**src/rtl/regfile_wb_arbiter.sv**
```systemverilog
// Round-robin arbiter for the shared register-file write port, with a busy-bit
// scoreboard of destinations awaiting writeback for decode hazard detection.
module regfile_wb_arbiter #(
  parameter int NUM_SRC = 3,
  parameter int DATA_W  = 32,
  parameter int ADDR_W  = 5
) (
  input  logic                      clk,
  input  logic                      rst,
  input  logic [NUM_SRC-1:0]        src_valid,
  output logic [NUM_SRC-1:0]        src_ready,
  input  logic [NUM_SRC*ADDR_W-1:0] src_rd,
  input  logic [NUM_SRC*DATA_W-1:0] src_data,
  input  logic                      issue_valid,
  input  logic [ADDR_W-1:0]         issue_rd,
  input  logic                      flush,
  input  logic [ADDR_W-1:0]         rs1_addr,
  input  logic [ADDR_W-1:0]         rs2_addr,
  output logic                      rs1_busy,
  output logic                      rs2_busy,
  output logic                      rf_wr_en,
  output logic [ADDR_W-1:0]         rf_rd,
  output logic [DATA_W-1:0]         rf_result
);

  localparam int PTR_W    = (NUM_SRC > 1) ? $clog2(NUM_SRC) : 1;
  localparam int NUM_REGS = 1 << ADDR_W;
  localparam logic [PTR_W-1:0] LAST_SRC = PTR_W'(NUM_SRC - 1);

  logic [PTR_W-1:0]    ptr;
  logic [PTR_W-1:0]    gnt_idx;
  logic [PTR_W-1:0]    idx;
  logic                grant_any;
  logic [NUM_SRC-1:0]  grant;
  logic [ADDR_W-1:0]   sel_rd;
  logic [DATA_W-1:0]   sel_data;
  logic                wr_fire;
  logic [NUM_REGS-1:0] busy;
  logic [NUM_REGS-1:0] busy_next;

  // Search from ptr upward, wrapping; the first valid source wins.
  always_comb begin
    // NOTE: every variable gets a default before any conditional write, so no latch is inferred.
    grant     = '0;
    gnt_idx   = '0;
    idx       = '0;
    grant_any = 1'b0;
    for (int k = 0; k < NUM_SRC; k++) begin
      idx = PTR_W'((int'(ptr) + k) % NUM_SRC);
      if (!grant_any && !rst && src_valid[idx]) begin
        grant_any  = 1'b1;
        grant[idx] = 1'b1;
        gnt_idx    = idx;
      end
    end
  end

  assign src_ready = grant;
  assign sel_rd    = src_rd[gnt_idx*ADDR_W +: ADDR_W];
  assign sel_data  = src_data[gnt_idx*DATA_W +: DATA_W];
  // A transfer to x0 is accepted but never reaches the register file.
  assign wr_fire   = grant_any && (sel_rd != '0);

  // Later updates override earlier ones, so a same-cycle issue beats both flush and writeback.
  always_comb begin
    busy_next = busy;
    if (flush)
      busy_next = '0;
    if (wr_fire)
      busy_next[sel_rd] = 1'b0;
    if (issue_valid && (issue_rd != '0))
      busy_next[issue_rd] = 1'b1;
    busy_next[0] = 1'b0;
  end

  assign rs1_busy = busy[rs1_addr];
  assign rs2_busy = busy[rs2_addr];

  always_ff @(posedge clk) begin
    // NOTE: sequential state uses non-blocking assignments so every register samples pre-edge values.
    if (rst) begin
      ptr       <= '0;
      // NOTE: the scoreboard is a flop vector, not a RAM, so it can and must be reset.
      busy      <= '0;
      rf_wr_en  <= 1'b0;
      rf_rd     <= '0;
      rf_result <= '0;
    end else begin
      if (grant_any)
        ptr <= (gnt_idx == LAST_SRC) ? '0 : gnt_idx + 1'b1;
      rf_wr_en <= wr_fire;
      if (wr_fire) begin
        rf_rd     <= sel_rd;
        rf_result <= sel_data;
      end
      busy <= busy_next;
    end
  end

endmodule

```
**config.mk**
```make
export PLATFORM = sky130hd
export DESIGN_NAME = regfile_wb_arbiter
export DESIGN_NICKNAME = d
export VERILOG_FILES = /design/src/rtl/regfile_wb_arbiter.sv
export SDC_FILE = /design/constraint.sdc
export NUM_CORES = 1
export LEC_CHECK = 0
export CAP_MARGIN = 20
export CORE_UTILIZATION = 35
export DETAILED_ROUTE_END_ITERATION = 10
export PLACE_DENSITY_LB_ADDON = 0.25
export SETUP_SLACK_MARGIN = 0.15
export SLEW_MARGIN = 30
export SYNTH_ARGS = -nofsm -noshare
export SYNTH_HDL_FRONTEND = slang
export SYNTH_SLANG_ARGS = --single-unit
```
**constraint.sdc**
```tcl
create_clock -name clk -period 4.71 [get_ports clk]
set_clock_uncertainty 0.1 [all_clocks]
set_input_delay 0.942 -clock clk [delete_from_list [all_inputs] [get_ports clk]]
set_output_delay 0.942 -clock clk [all_outputs]
set_load 0.005 [all_outputs]
```
== Word level (Yosys, flattened, before mapping) ==
Cells that the tools add are included.
Storage, ports and cells
  output and inout bits: 43
  bits of input ports: 133
  register bits: 72
  word-level logic and storage cells: 83
Cells by class
  $lt $le $gt $ge: 12
  $mul: 1
  divide/modulo/power cells: 3
  equal/unequal tests: 1
  shifts and indexed selects: 2
  $add $sub $neg: 3
  mux-type cells: 33
  bitwise gates (word level): 5
  reduce and logical (&&, ||, !) cells: 17
Operator list (count)
  $mux 32: 3
  $shiftx 96x8->32: 1
  $mod 32x3->32 const B: 2
  $and 32x32->32: 1
  $mod 3x3->32 const B: 1
  $not 32->32: 1
  $or 32x32->32: 1
  $lt 5x6->1 const B: 4
  $shiftx 15x6->5: 1
  $mux 1: 13
  $logic_and 1x1->1: 12
  $bmux 1 s5: 2
  $demux 1 s5: 2
  $ge 5x1->1 const B: 2
  $reduce_bool 5->1: 2
  $lt 2x3->1 const B: 3
  $mux 3: 3
  $mux 2: 4
  $bmux 1 s2: 3
  $demux 1 s2: 3
  $ge 2x1->1 const B: 3
  $or 3x3->3: 2
  $mul 2x3->5 const B: 1
  $add 2x1->3 const B: 1
  4 further kinds: 6

== Depth between registers and ports, before layout ==
Gate-level depths: netlist (run 1).
  depth after elaboration: 24
  depth in mapped cells: 13

== Least setup slack after synthesis (run 1) ==
No wires, ideal clock.
  kind: input port to output port
  from: input rs1_addr[0]
  to: output rs1_busy
  data arrival time: 2.626 ns
  cell stages on the path: 4
  required time: 3.668 ns
  path slack: 1.042 ns
  cell sequence: clkbuf_1 mux4_2 mux4_2 mux2_2
On the way
  cells in the longest elaborated chain, start to end: 2
Ends and longest elaborated chain
  start, declared: RTL line 17  | input logic [ADDR_W-1:0] rs1_addr,
  $bmux 1 s5: RTL line 76  | assign rs1_busy = busy[rs1_addr];
  $mux 1 (not written as such): RTL line 76
  end, declared: RTL line 19  | output logic rs1_busy,
No other way between the ends. The select of a mux whose other input is x is not followed.

== Final worst setup path (run 1) ==
  from: input rs1_addr[1]
  to: output rs1_busy
Same word-level chain as after synthesis.

==> flow_results.xml, run 1 <==
<?xml version="1.0" encoding="UTF-8"?>
<metrics>
  <group name="synthesis">
    <metric name="synthesis.area_per_instance" unit="µm²">8.87</metric>
    <metric name="synth_fa_ha_area_frac" unit="">0.0104</metric>
    <metric name="area_of_the_mapped_netlist" unit="mm²">0.00483</metric>
    <metric name="yosysMostFrequentCell" unit="">sky130_fd_sc_hd__nand2_1</metric>
    <metric name="yosysUniqueCellTypes" unit="">60</metric>
    <metric name="yosys.area_share.simple" unit="">0.182</metric>
    <metric name="synthXorXnorAreaFrac" unit="">0</metric>
    <metric name="synth_edf_count" unit="">0</metric>
    <metric name="ys_seq_elements" unit="">71</metric>
    <metric name="synthDominantAreaCellType" unit="">sky130_fd_sc_hd__dfxtp_1</metric>
    <metric name="postSynthNetCount" unit="">682</metric>
    <metric name="count_of_mapped_cells_out_of_synthesis" unit="">545</metric>
    <metric name="synth-warning-count" unit="">0</metric>
    <metric name="synth.top_cells.by_area" unit="">sky130_fd_sc_hd__dfxtp_1 (29%), sky130_fd_sc_hd__mux2i_1 (15%), sky130_fd_sc_hd__mux4_2 (8.4%)</metric>
    <metric name="async_set_or_reset_flop_fraction_in_the_synthesized_netlist" unit="">0</metric>
    <metric name="multiplexer_share_of_the_synthesized_area" unit="">0.272</metric>
    <metric name="synth-compound-area-share" unit="">0.197</metric>
    <metric name="yosys-top-cells-count" unit="">sky130_fd_sc_hd__nand2_1 (84), sky130_fd_sc_hd__mux2i_1 (74), sky130_fd_sc_hd__dfxtp_1 (71)</metric>
    <metric name="seq_area_frac_synth" unit="">0.294</metric>
    <metric name="synth_top_family_by_area" unit="">multiplexers</metric>
    <metric name="yosysTopAreaCellShare" unit="">0.294</metric>
    <metric name="most_common_flop_cell_mapped_by_yosys" unit="">sky130_fd_sc_hd__dfxtp_1</metric>
  </group>
  <group name="timing">
    <metric name="worst_slew_pin_slew" unit="ns">0.946</metric>
    <metric name="final.setup.tns" unit="ns">0</metric>
    <metric name="grt_setup_unrepaired" unit="">no</metric>
    <metric name="timing.max_slew.rel_slack" unit="">0.369</metric>
    <metric name="hold_viol" unit="">0</metric>
    <metric name="finalMaxSlewViolations" unit="">0</metric>
    <metric name="finalCritPeriodShare" unit="">0.933</metric>
    <metric name="setup_viol" unit="">0</metric>
    <metric name="fin_crit" unit="ns">4.40</metric>
    <metric name="timing.fmax" unit="MHz">228</metric>
  </group>
  <group name="worst_setup_path">
    <metric name="worst-r2r-cell-count" unit="">10</metric>
    <metric name="critPathMaxFanout" unit="">9</metric>
    <metric name="critical_path.endpoint_type" unit="">output port</metric>
    <metric name="cp_slowest_cell" unit="">sky130_fd_sc_hd__clkdlybuf4s50_1</metric>
    <metric name="worst_setup_path_start_kind" unit="">input pin</metric>
    <metric name="critical_path.cell_chain" unit="">clkdlybuf4s50_1, mux2_2, nand2_1, o21ai_0, mux4_2, mux2_2, clkdlybuf4s50_1</metric>
    <metric name="path_delay_family" unit="">buffers and inverters</metric>
    <metric name="worst_r2r_endpoint" unit="">rf_result[21]</metric>
    <metric name="timing.rr.start" unit="">ptr[1]</metric>
    <metric name="worst-setup-path-type" unit="">input pin to output port</metric>
    <metric name="worst-path-buf-inv" unit="">2</metric>
    <metric name="setup.reg_to_reg.worst_slack" unit="ns">1.19</metric>
    <metric name="crit_path_arrival_time" unit="ns">3.35</metric>
    <metric name="required" unit="ns">3.67</metric>
    <metric name="slowest_delay" unit="ns">0.73</metric>
  </group>
  <group name="drt">
    <metric name="detailedRoute.firstPassIterationCount" unit="">5</metric>
    <metric name="viasPerCell" unit="">5.55</metric>
    <metric name="route.final.wire_length" unit="mm">15.9</metric>
    <metric name="vias" unit="">4931</metric>
    <metric name="drt_first_iter_violations" unit="">383</metric>
    <metric name="avgRoutedWirePerCell" unit="µm">17.9</metric>
    <metric name="remaining_drc_errors" unit="">0</metric>
    <metric name="ant_nets" unit="">0</metric>
  </group>
  <group name="floorplan">
    <metric name="std_cell_rows" unit="">42</metric>
    <metric name="floorplan.die_area" unit="mm²">0.0143</metric>
    <metric name="die_x" unit="µm">120</metric>
    <metric name="pin_count" unit="">176</metric>
    <metric name="floorplan.core_area" unit="mm²">0.0133</metric>
    <metric name="initial_core_util" unit="">0.362</metric>
    <metric name="die_h" unit="µm">120</metric>
  </group>
  <group name="final_layout">
    <metric name="number_of_nets_in_the_final_layout" unit="">844</metric>
    <metric name="post_route_cells_drive_above_1_share" unit="">0.103</metric>
    <metric name="final_layout_fill_cell_count" unit="">1237</metric>
    <metric name="area_of_combinational_cells_with_multiple_inputs" unit="mm²">0.00320</metric>
    <metric name="antenna_cells_inserted" unit="">0</metric>
    <metric name="final-seq-area" unit="mm²">0.00142</metric>
    <metric name="finish.utilization" unit="">0.528</metric>
    <metric name="layout-area-overhead-vs-synth" unit="%">45.7</metric>
  </group>
  <group name="worst_hold_path">
    <metric name="hold_wc_path_type" unit="">flop to flop</metric>
    <metric name="timing.hold.worst_endpoint" unit="">rf_result[30]</metric>
    <metric name="timing.hold.worst_path_depth" unit="">2</metric>
    <metric name="hold_path_startpoint" unit="">rf_result[30]</metric>
  </group>
  <group name="clocking">
    <metric name="clock_tree_from_tritoncts" unit="">yes</metric>
    <metric name="insertion_delay" unit="ns">0.34</metric>
    <metric name="cts_hold_buf" unit="">0</metric>
    <metric name="clkSlewWorstSetupHoldPaths" unit="ns">0.06</metric>
    <metric name="numClockSinks" unit="">71</metric>
    <metric name="clockRootBuffer" unit="">sky130_fd_sc_hd__clkbuf_16</metric>
    <metric name="post_cts_resized" unit="">0</metric>
    <metric name="cts_setup_buffers" unit="">0</metric>
    <metric name="cts-root-to-sink-buffers" unit="">2</metric>
    <metric name="cts.htree.levels" unit="">3</metric>
    <metric name="tritoncts.num_buffers" unit="">9</metric>
  </group>
  <group name="run">
    <metric name="max_cap_viol_count" unit="">0</metric>
  </group>
  <group name="placed_design">
    <metric name="gp_congestion" unit="">0.868</metric>
    <metric name="hpwlAfterDp" unit="mm">12.1</metric>
    <metric name="io_buffer_count" unit="">175</metric>
  </group>
  <group name="power_and_ir_drop">
    <metric name="vdd.ir_drop.worst" unit="V">0.000159</metric>
    <metric name="power-per-cell-area" unit="mW/mm²">328</metric>
    <metric name="leakagePower" unit="µW">0.00258</metric>
  </group>
  <group name="global_routing">
    <metric name="pin_count_of_the_biggest_net_entering_global_routing" unit="">67</metric>
    <metric name="grt_use_total" unit="">0.225</metric>
    <metric name="globalRoute.totalOverflow" unit="">0</metric>
    <metric name="grt_pass1_wl" unit="mm">25.1</metric>
    <metric name="grt_antenna_before_repair" unit="">0</metric>
    <metric name="via_count_of_the_first_global_routing_pass" unit="">5060</metric>
  </group>
  <group name="run_status">
    <metric name="outcome" unit="">complete, no violations</metric>
  </group>
</metrics>
[layer usage]
layer / vias to the layer above / share of wire / GRT usage
met1: 2306 / 0.40 / 0.255
met2: 222 / 0.48 / 0.377
met4: 0 / 0.029 / 0.105
li1: 2372 / - / -
met3: 31 / 0.092 / 0.0770
met5: - / 0 / 0
[tightest hold or removal path, stage by stage (launching register included)]
cell	delay, ns
sky130_fd_sc_hd__dfxtp_1	0.31
sky130_fd_sc_hd__nand2_1	0.05
sky130_fd_sc_hd__mux2i_1	0.05
[layout make-up]
type                       count  share of cell area
inverter                       8             0.00426
sequential                    71               0.202
multi-input combinational    430               0.454
tap                          176              0.0313
timing repair buffer         187               0.262
clock buffer                  10              0.0339
clock inverter                 6              0.0128
[kinds of logic after synthesis]
| logic type | count (synthesis) |
|---|---|
| buffers and inverters | 44 |
| muxes | 105 |
| adders and majority gates | 4 |
| and+or+nand+nor | 193 |
| DFF | 71 |
| AOI/OAI and AO/OA | 128 |
[registers in the layout, summed over array words and instances (netlist names)]
signal / flops
busy: 31
rf_rd: 5
rf_result: 32
rf_wr_en: 1
ptr: 2
[through the flow]
step                worst slack [ns]  power [µW]  hold WS (ns)  area [µm²]  instances
global placement               0.383        1540         0.341        6710        872
global route                   0.234        2430         0.375        7040        888
floorplan                       1.04        1170         0.351        4830        545
finish                         0.315        2310         0.355        7040        888
detailed placement             0.320        1560         0.346        6710        872
CTS                            0.313        2320         0.356        7040        888
[how the worst max path moves through the flow]
stage	from	endpoint	slack (ns)	cells after the start
floorplan	rs1_addr[0]	rs1_busy	1.04	4
global placement	rs1_addr[1]	rs1_busy	0.38	7
detailed placement	rs2_addr[1]	rs2_busy	0.32	7
CTS	rs2_addr[1]	rs2_busy	0.31	7
global route	rs2_addr[1]	rs2_busy	0.23	7
finish	rs1_addr[1]	rs1_busy	0.31	7
[layout by cell type, fill, tap and decap left out, types with 9 or more instances in the layout]
master and instances:
sky130_fd_sc_hd__clkbuf_16 9, sky130_fd_sc_hd__mux2i_1 74, sky130_fd_sc_hd__nor2_1 47, sky130_fd_sc_hd__nor4_1 10
sky130_fd_sc_hd__dfxtp_1 71, sky130_fd_sc_hd__mux4_2 18, sky130_fd_sc_hd__a32o_1 18, sky130_fd_sc_hd__o22ai_1 9
sky130_fd_sc_hd__a21oi_1 43, sky130_fd_sc_hd__o21ai_0 11, sky130_fd_sc_hd__nand3_1 14, sky130_fd_sc_hd__clkdlybuf4s50_1 175
sky130_fd_sc_hd__nand2_1 84, sky130_fd_sc_hd__buf_4 12
[report_power, final]
| part | switching, µW | internal (µW) | leakage [µW] |
|---|---|---|---|
| clock network | 279 | 481 | 0.000159 |
| logic | 390 | 424 | 0.00184 |
| registers | 49.4 | 684 | 0.000583 |
| total | 718 | 1590 | 0.00258 |
Note: power is estimated with default switching activity, not from simulation.
==> inputs of run 2 (changes only) <==
--- a/config.mk
+++ b/config.mk
@@ -6,7 +6,7 @@
 export NUM_CORES = 1
 export LEC_CHECK = 0
 export CAP_MARGIN = 20
-export CORE_UTILIZATION = 35
+export CORE_UTILIZATION = 41
 export DETAILED_ROUTE_END_ITERATION = 10
 export PLACE_DENSITY_LB_ADDON = 0.25
 export SETUP_SLACK_MARGIN = 0.15
==> constraint.sdc (replaced) <==
create_clock -name clk -period 3.8 [get_ports clk]
set_clock_uncertainty 0.1 [all_clocks]
set_input_delay 0.76 -clock clk [delete_from_list [all_inputs] [get_ports clk]]
set_output_delay 0.76 -clock clk [all_outputs]
set_load 0.005 [all_outputs]
==> run 2 against run 1 <==
- routed wire length is 0.83% higher
- flip-flop and latch count stayed put
- clock-buffer cell count is 1 higher
- largest cell class unchanged
- hold slack better by 0.0029 ns
- combinational power is 29% higher
- clock power is 13% higher
- design area is 1.9% higher
- first-iteration DRC count is 16% lower
- sequential power is 24% higher
- non-clock buffer count is 9 higher
- global-route usage is 4.1 points higher
==> flow_results.xml, run 2 (synthesized netlist as in run 1, its figures left out) <==
<?xml version="1.0" encoding="UTF-8"?>
<metrics>
  <group name="final_layout">
    <metric name="post-route-cell-area" unit="mm²">0.00717</metric>
    <metric name="number_of_nets_in_the_final_layout" unit="">854</metric>
    <metric name="largest_register_ff_count" unit="">32</metric>
    <metric name="final_layout_fill_cell_count" unit="">992</metric>
    <metric name="layout_common_cells" unit="">sky130_fd_sc_hd__clkdlybuf4s50_1 (167), sky130_fd_sc_hd__nand2_1 (84), sky130_fd_sc_hd__mux2i_1 (74), sky130_fd_sc_hd__dfxtp_1 (71), sky130_fd_sc_hd__nor2_1 (46)</metric>
    <metric name="reg_top3" unit="">rf_result (32), busy (31), rf_rd (5)</metric>
    <metric name="layout.cells.most_common" unit="">sky130_fd_sc_hd__clkdlybuf4s50_1</metric>
    <metric name="finish.utilization" unit="">0.626</metric>
    <metric name="layout-area-overhead-vs-synth" unit="%">48.4</metric>
    <metric name="post_route_cells_drive_above_1_share" unit="">0.120</metric>
    <metric name="antenna_cells_inserted" unit="">0</metric>
    <metric name="max_flop_register" unit="">rf_result</metric>
  </group>
  <group name="power_and_ir_drop">
    <metric name="leakagePower" unit="µW">0.00272</metric>
    <metric name="power-per-cell-area" unit="mW/mm²">393</metric>
    <metric name="vdd.ir_drop.worst" unit="V">0.000338</metric>
  </group>
  <group name="clocking">
    <metric name="clockRootBuffer" unit="">sky130_fd_sc_hd__clkbuf_16</metric>
    <metric name="cts-root-to-sink-buffers" unit="">2</metric>
    <metric name="tritoncts.num_buffers" unit="">9</metric>
    <metric name="cts_hold_buf" unit="">0</metric>
    <metric name="numClockSinks" unit="">71</metric>
    <metric name="clock_tree_from_tritoncts" unit="">yes</metric>
    <metric name="insertion_delay" unit="ns">0.33</metric>
    <metric name="clkSlewWorstSetupHoldPaths" unit="ns">0.06</metric>
    <metric name="cts.htree.levels" unit="">3</metric>
  </group>
  <group name="drt">
    <metric name="drt_first_iter_violations" unit="">321</metric>
    <metric name="vias" unit="">5083</metric>
    <metric name="remaining_drc_errors" unit="">0</metric>
    <metric name="detailedRoute.firstPassIterationCount" unit="">5</metric>
    <metric name="route.final.wire_length" unit="mm">16.0</metric>
    <metric name="viasPerCell" unit="">5.88</metric>
    <metric name="ant_nets" unit="">0</metric>
    <metric name="avgRoutedWirePerCell" unit="µm">18.5</metric>
  </group>
  <group name="worst_setup_path">
    <metric name="worst-r2r-cell-count" unit="">9</metric>
    <metric name="critical_path.endpoint_type" unit="">output port</metric>
    <metric name="required" unit="ns">2.94</metric>
    <metric name="worst-setup-path-type" unit="">input pin to output port</metric>
    <metric name="crit_path_arrival_time" unit="ns">2.71</metric>
    <metric name="worst_r2r_endpoint" unit="">busy[21]</metric>
    <metric name="setup.reg_to_reg.worst_slack" unit="ns">0.44</metric>
    <metric name="timing.rr.start" unit="">ptr[0]</metric>
    <metric name="worst_setup_path_start_kind" unit="">input pin</metric>
    <metric name="critPathMaxFanout" unit="">4</metric>
  </group>
  <group name="timing">
    <metric name="timing.max_slew.rel_slack" unit="">0.535</metric>
    <metric name="finalCritPeriodShare" unit="">0.939</metric>
    <metric name="finalMaxSlewViolations" unit="">0</metric>
    <metric name="grt_setup_unrepaired" unit="">no</metric>
    <metric name="timing.fmax" unit="MHz">280</metric>
    <metric name="setup_viol" unit="">0</metric>
    <metric name="timing.hold.ws" unit="ns">0.358</metric>
    <metric name="hold_viol" unit="">0</metric>
    <metric name="final.setup.tns" unit="ns">0</metric>
    <metric name="worst_slew_pin_slew" unit="ns">0.693</metric>
    <metric name="fin_crit" unit="ns">3.57</metric>
  </group>
  <group name="run">
    <metric name="max_cap_viol_count" unit="">0</metric>
  </group>
  <group name="floorplan">
    <metric name="floorplan.core_area" unit="mm²">0.0115</metric>
    <metric name="pin_count" unit="">176</metric>
    <metric name="initial_core_util" unit="">0.422</metric>
    <metric name="floorplan.die_area" unit="mm²">0.0122</metric>
    <metric name="die_x" unit="µm">111</metric>
    <metric name="std_cell_rows" unit="">39</metric>
    <metric name="die_h" unit="µm">111</metric>
  </group>
  <group name="global_routing">
    <metric name="globalRoute.totalOverflow" unit="">0</metric>
    <metric name="pin_count_of_the_biggest_net_entering_global_routing" unit="">44</metric>
    <metric name="grt_antenna_before_repair" unit="">0</metric>
    <metric name="grt_pass1_wl" unit="mm">25.8</metric>
    <metric name="grt_use_total" unit="">0.265</metric>
    <metric name="via_count_of_the_first_global_routing_pass" unit="">5037</metric>
  </group>
  <group name="placed_design">
    <metric name="io_buffer_count" unit="">175</metric>
    <metric name="hpwlAfterDp" unit="mm">12.0</metric>
    <metric name="placed_cell_area" unit="mm²">0.00675</metric>
    <metric name="gp_congestion" unit="">0.911</metric>
  </group>
  <group name="worst_hold_path">
    <metric name="hold_path_startpoint" unit="">rf_result[31]</metric>
    <metric name="hold_wc_path_type" unit="">flop to flop</metric>
    <metric name="timing.hold.worst_path_depth" unit="">2</metric>
    <metric name="timing.hold.worst_endpoint" unit="">rf_result[31]</metric>
  </group>
  <group name="run_status">
    <metric name="outcome" unit="">complete, no violations</metric>
  </group>
</metrics>
## run 2: cell types whose count changed in the layout (fill, tap and decap cells not counted), sizes merged, moves of 2 or more
| cell | previous run | this run |
|---|---|---|
| bufbuf | 0 | 2 |
| clkdlybuf4s15 | 0 | 2 |
| buf | 12 | 19 |
| dlymetal6s2s | 0 | 4 |
| clkdlybuf4s50 | 175 | 167 |
| dlygate4sd2 | 0 | 2 |
## run 2: area by class of cell
type / instances / area, µm² / area share
multi-input combinational: 431 / 3230 / 0.450
timing repair buffer: 196 / 2010 / 0.281
sequential: 71 / 1420 / 0.198
clock buffer: 11 / 243 / 0.0338
tap: 143 / 179 / 0.0249
clock inverter: 5 / 56.3 / 0.00785
inverter: 8 / 30.0 / 0.00419
## run 2: worst max-delay path by stage
stage	start	end	slack, ns	cells after the start
2_1_floorplan	rs1_addr[0]	rs1_busy	0.50	4
4_1_cts	rs2_addr[0]	rs2_busy	0.06	6
6_report	rs1_addr[0]	rs1_busy	0.23	6
5_1_grt	src_valid[2]	src_ready[0]	0.17	8
3_3_place_gp	rs2_addr[0]	rs2_busy	-0.14	6
3_5_place_dp	rs2_addr[0]	rs2_busy	-0.18	6
## run 2: critical path, cell delays in order
cell	delay, ns
sky130_fd_sc_hd__clkdlybuf4s15_2	0.21
sky130_fd_sc_hd__bufbuf_16	0.26
sky130_fd_sc_hd__mux4_2	0.48
sky130_fd_sc_hd__mux4_2	0.46
sky130_fd_sc_hd__mux2_2	0.28
sky130_fd_sc_hd__dlygate4sd2_1	0.26
## run 2: metal layers
layer,up-vias,GRT usage,routed length [µm]
li1,2389,-,-
met1,2401,0.311,6180
met2,259,0.453,7920
met3,34,0.0807,1490
met4,0,0.0996,422
met5,-,0,0
## run 2: power breakdown
part           switching [µW]  internal [µW]
Combinational             496            556
Clock                     334            526
Sequential               60.5            848
Total                     890           1930
## run 2: metrics by stage
step,total power [µW],setup slack (ns),cells
2_1_floorplan,1450,0.496,545
3_3_place_gp,1930,-0.137,845
3_5_place_dp,1940,-0.182,845
4_1_cts,2820,0.0609,863
5_1_grt,2970,0.172,865
6_report,2820,0.232,865
## run 2: timing repair
| item | 4_1_cts | 5_1_grt |
|---|---|---|
| pin swaps | 0 | 0 |
| setup buffers | 0 | 1 |
| gates cloned | 2 | 1 |
| endpoints found under the hold margin | 0 | 0 |
| setup endpoints to repair | 3 | 4 |
| resized for setup | 11 | 9 |
==> inputs of run 3 (changes only) <==
--- a/config.mk
+++ b/config.mk
@@ -6,9 +6,10 @@
 export NUM_CORES = 1
 export LEC_CHECK = 0
 export CAP_MARGIN = 20
+export CORE_MARGIN = 2
 export CORE_UTILIZATION = 41
 export DETAILED_ROUTE_END_ITERATION = 10
-export PLACE_DENSITY_LB_ADDON = 0.25
+export PLACE_DENSITY = 0.77
 export SETUP_SLACK_MARGIN = 0.15
 export SLEW_MARGIN = 30
 export SYNTH_ARGS = -nofsm -noshare
==> run 3 against run 2 <==
- total power decreased by 3.2%
- hold slack got worse by 0.0023 ns
- final cell count fell by 0.35%
- worst setup slack got worse by 0.019 ns
- routed wire length is 1.6% higher
- via count fell by 0.39%
- sequential share of layout area increased by 0.13 points
- flip-flop and latch count unchanged
- highest routed layer unchanged
==> flow_results.xml, run 3 (synthesized netlist as in run 1, its figures left out) <==
<?xml version="1.0" encoding="UTF-8"?>
<metrics>
  <group name="floorplan">
    <metric name="floorplan.core_area" unit="mm²">0.0115</metric>
    <metric name="die_h" unit="µm">113</metric>
    <metric name="initial_core_util" unit="">0.422</metric>
    <metric name="std_cell_rows" unit="">39</metric>
    <metric name="pin_count" unit="">176</metric>
    <metric name="floorplan.die_area" unit="mm²">0.0127</metric>
    <metric name="die_x" unit="µm">113</metric>
  </group>
  <group name="drt">
    <metric name="vias" unit="">5063</metric>
    <metric name="ant_nets" unit="">0</metric>
    <metric name="viasPerCell" unit="">5.87</metric>
    <metric name="route.final.wire_length" unit="mm">16.3</metric>
    <metric name="avgRoutedWirePerCell" unit="µm">18.9</metric>
    <metric name="detailedRoute.firstPassIterationCount" unit="">5</metric>
    <metric name="drt_first_iter_violations" unit="">389</metric>
    <metric name="remaining_drc_errors" unit="">0</metric>
  </group>
  <group name="worst_setup_path">
    <metric name="crit_path_arrival_time" unit="ns">2.73</metric>
    <metric name="critPathLaunch" unit="">rs1_addr[0]</metric>
    <metric name="critPathMaxFanout" unit="">4</metric>
    <metric name="required" unit="ns">2.94</metric>
    <metric name="worst-path-stages" unit="">6</metric>
    <metric name="critical_path.cell_chain" unit="">clkdlybuf4s15_2, bufbuf_16, mux4_2, mux4_2, mux2_2, dlygate4sd2_1</metric>
    <metric name="worst_path_most_repeated_cell" unit="">sky130_fd_sc_hd__mux4_2</metric>
    <metric name="worst-setup-path-type" unit="">input pin to output port</metric>
    <metric name="worst-r2r-cell-count" unit="">11</metric>
    <metric name="timing.rr.start" unit="">ptr[1]</metric>
    <metric name="slowest_delay" unit="ns">0.48</metric>
    <metric name="cp_slowest_cell" unit="">sky130_fd_sc_hd__mux4_2</metric>
    <metric name="worst_setup_path_start_kind" unit="">input pin</metric>
    <metric name="critical_path.endpoint_type" unit="">output port</metric>
    <metric name="path_delay_family" unit="">multiplexers</metric>
    <metric name="worst-path-buf-inv" unit="">3</metric>
  </group>
  <group name="final_layout">
    <metric name="antenna_cells_inserted" unit="">0</metric>
    <metric name="number_of_nets_in_the_final_layout" unit="">853</metric>
    <metric name="layout.cells.most_common" unit="">sky130_fd_sc_hd__clkdlybuf4s50_1</metric>
    <metric name="largest_register_ff_count" unit="">32</metric>
    <metric name="final_layout_fill_cell_count" unit="">969</metric>
    <metric name="layout_common_cells" unit="">sky130_fd_sc_hd__clkdlybuf4s50_1 (167), sky130_fd_sc_hd__nand2_1 (84), sky130_fd_sc_hd__mux2i_1 (74), sky130_fd_sc_hd__dfxtp_1 (71), sky130_fd_sc_hd__nor2_1 (46)</metric>
    <metric name="post-route-cell-area" unit="mm²">0.00713</metric>
    <metric name="layout-area-overhead-vs-synth" unit="%">47.4</metric>
    <metric name="post_route_cells_drive_above_1_share" unit="">0.114</metric>
    <metric name="reg_top3" unit="">rf_result (32), busy (31), rf_rd (5)</metric>
    <metric name="max_flop_register" unit="">rf_result</metric>
  </group>
  <group name="timing">
    <metric name="grt_setup_unrepaired" unit="">no</metric>
    <metric name="finalCritPeriodShare" unit="">0.944</metric>
    <metric name="worst_slew_pin_slew" unit="ns">0.611</metric>
    <metric name="hold_viol" unit="">0</metric>
    <metric name="setup_viol" unit="">0</metric>
    <metric name="fin_crit" unit="ns">3.59</metric>
    <metric name="timing.fmax" unit="MHz">279</metric>
    <metric name="finalMaxSlewViolations" unit="">0</metric>
    <metric name="timing.max_slew.rel_slack" unit="">0.588</metric>
    <metric name="finalWorstSetupSlack" unit="ns">0.213</metric>
  </group>
  <group name="clocking">
    <metric name="tritoncts.num_buffers" unit="">9</metric>
    <metric name="insertion_delay" unit="ns">0.32</metric>
    <metric name="cts.htree.levels" unit="">3</metric>
    <metric name="clkSlewWorstSetupHoldPaths" unit="ns">0.05</metric>
    <metric name="numClockSinks" unit="">71</metric>
    <metric name="clock_tree_from_tritoncts" unit="">yes</metric>
    <metric name="cts-root-to-sink-buffers" unit="">2</metric>
    <metric name="clockRootBuffer" unit="">sky130_fd_sc_hd__clkbuf_16</metric>
  </group>
  <group name="global_routing">
    <metric name="via_count_of_the_first_global_routing_pass" unit="">5073</metric>
    <metric name="pin_count_of_the_biggest_net_entering_global_routing" unit="">46</metric>
    <metric name="grt_pass1_wl" unit="mm">25.6</metric>
    <metric name="grt_use_total" unit="">0.253</metric>
    <metric name="grt_antenna_before_repair" unit="">0</metric>
    <metric name="globalRoute.totalOverflow" unit="">0</metric>
  </group>
  <group name="run_status">
    <metric name="outcome" unit="">complete, no violations</metric>
  </group>
  <group name="power_and_ir_drop">
    <metric name="power-per-cell-area" unit="mW/mm²">383</metric>
    <metric name="vdd.ir_drop.worst" unit="V">0.000276</metric>
    <metric name="report.power.total" unit="µW">2730</metric>
    <metric name="leakagePower" unit="µW">0.00270</metric>
  </group>
  <group name="worst_hold_path">
    <metric name="hold_path_startpoint" unit="">rf_result[1]</metric>
    <metric name="timing.hold.worst_path_depth" unit="">2</metric>
    <metric name="hold_wc_path_type" unit="">flop to flop</metric>
  </group>
  <group name="placed_design">
    <metric name="io_buffer_count" unit="">175</metric>
    <metric name="hpwlAfterDp" unit="mm">12.4</metric>
    <metric name="gp_congestion" unit="">0.901</metric>
    <metric name="detailedPlace.worstSlack" unit="ns">-0.200</metric>
    <metric name="placed_cell_area" unit="mm²">0.00675</metric>
  </group>
  <group name="run">
    <metric name="max_cap_viol_count" unit="">0</metric>
  </group>
</metrics>
## run 3: changes by cell type in the layout (fill, tap and decap cells not counted), sizes merged
cell	delta
clkbuf	+2
bufinv	-1
clkinv	-1
clkinvlp	-1
inv	-1
mux2i	-1
## run 3: repair_timing
action / in CTS / in global routing
gates resized for setup: 10 / 7
endpoints found under the setup margin: 2 / 5
gates cloned: 2 / 0
buffers inserted: 0 / 1
hold buffers: 0 / 0
## run 3: routing by layer
layer / track usage / up-vias / part of all wire
li1: - / 2381 / -
met1: 0.284 / 2380 / 0.38
met2: 0.439 / 258 / 0.49
met3: 0.0913 / 44 / 0.10
met4: 0.0943 / 0 / 0.030
met5: 0 / - / 0
## run 3: path summary, 6_finish.rpt
| check | end | slack, ns |
|---|---|---|
| worst max register to register | rf_result[12] | 0.39 |
| worst min-delay path | rf_result[1] | 0.36 |
| worst min register to register | rf_result[1] | 0.36 |
| worst max-delay path | rs1_busy | 0.21 |
## run 3: through the flow
step                setup TNS [ns]  hold slack, ns  cells  utilization
CTS                              0           0.357    861        0.618
floorplan                        0           0.351    545            -
global placement            -0.282           0.342    845        0.589
detailed placement          -0.377           0.350    845        0.589
finish                           0           0.355    862        0.622
global route                     0           0.371    862        0.622
## run 3: final cells by class
type                    instances  area, µm²  share of cell area
multi-input cells             430       3210               0.450
inverters                       8       30.0             0.00421
clock buffers                  13        260              0.0365
well taps                     143        179              0.0251
flip-flops and latches         71       1420               0.199
clock inverters                 1       5.00            0.000702
repair buffers                196       2030               0.284
## run 3: where the power goes
part           internal, µW  switching, µW  total [µW]
logic                   558            501        1060
registers               849           61.4         910
clock network           469            293         762
total                  1880            856        2730
## run 3: worst min-delay path, stage by stage, from the launching register on
cell	delay [ns]
sky130_fd_sc_hd__dfxtp_1	0.30
sky130_fd_sc_hd__nand2_1	0.05
sky130_fd_sc_hd__mux2i_1	0.05
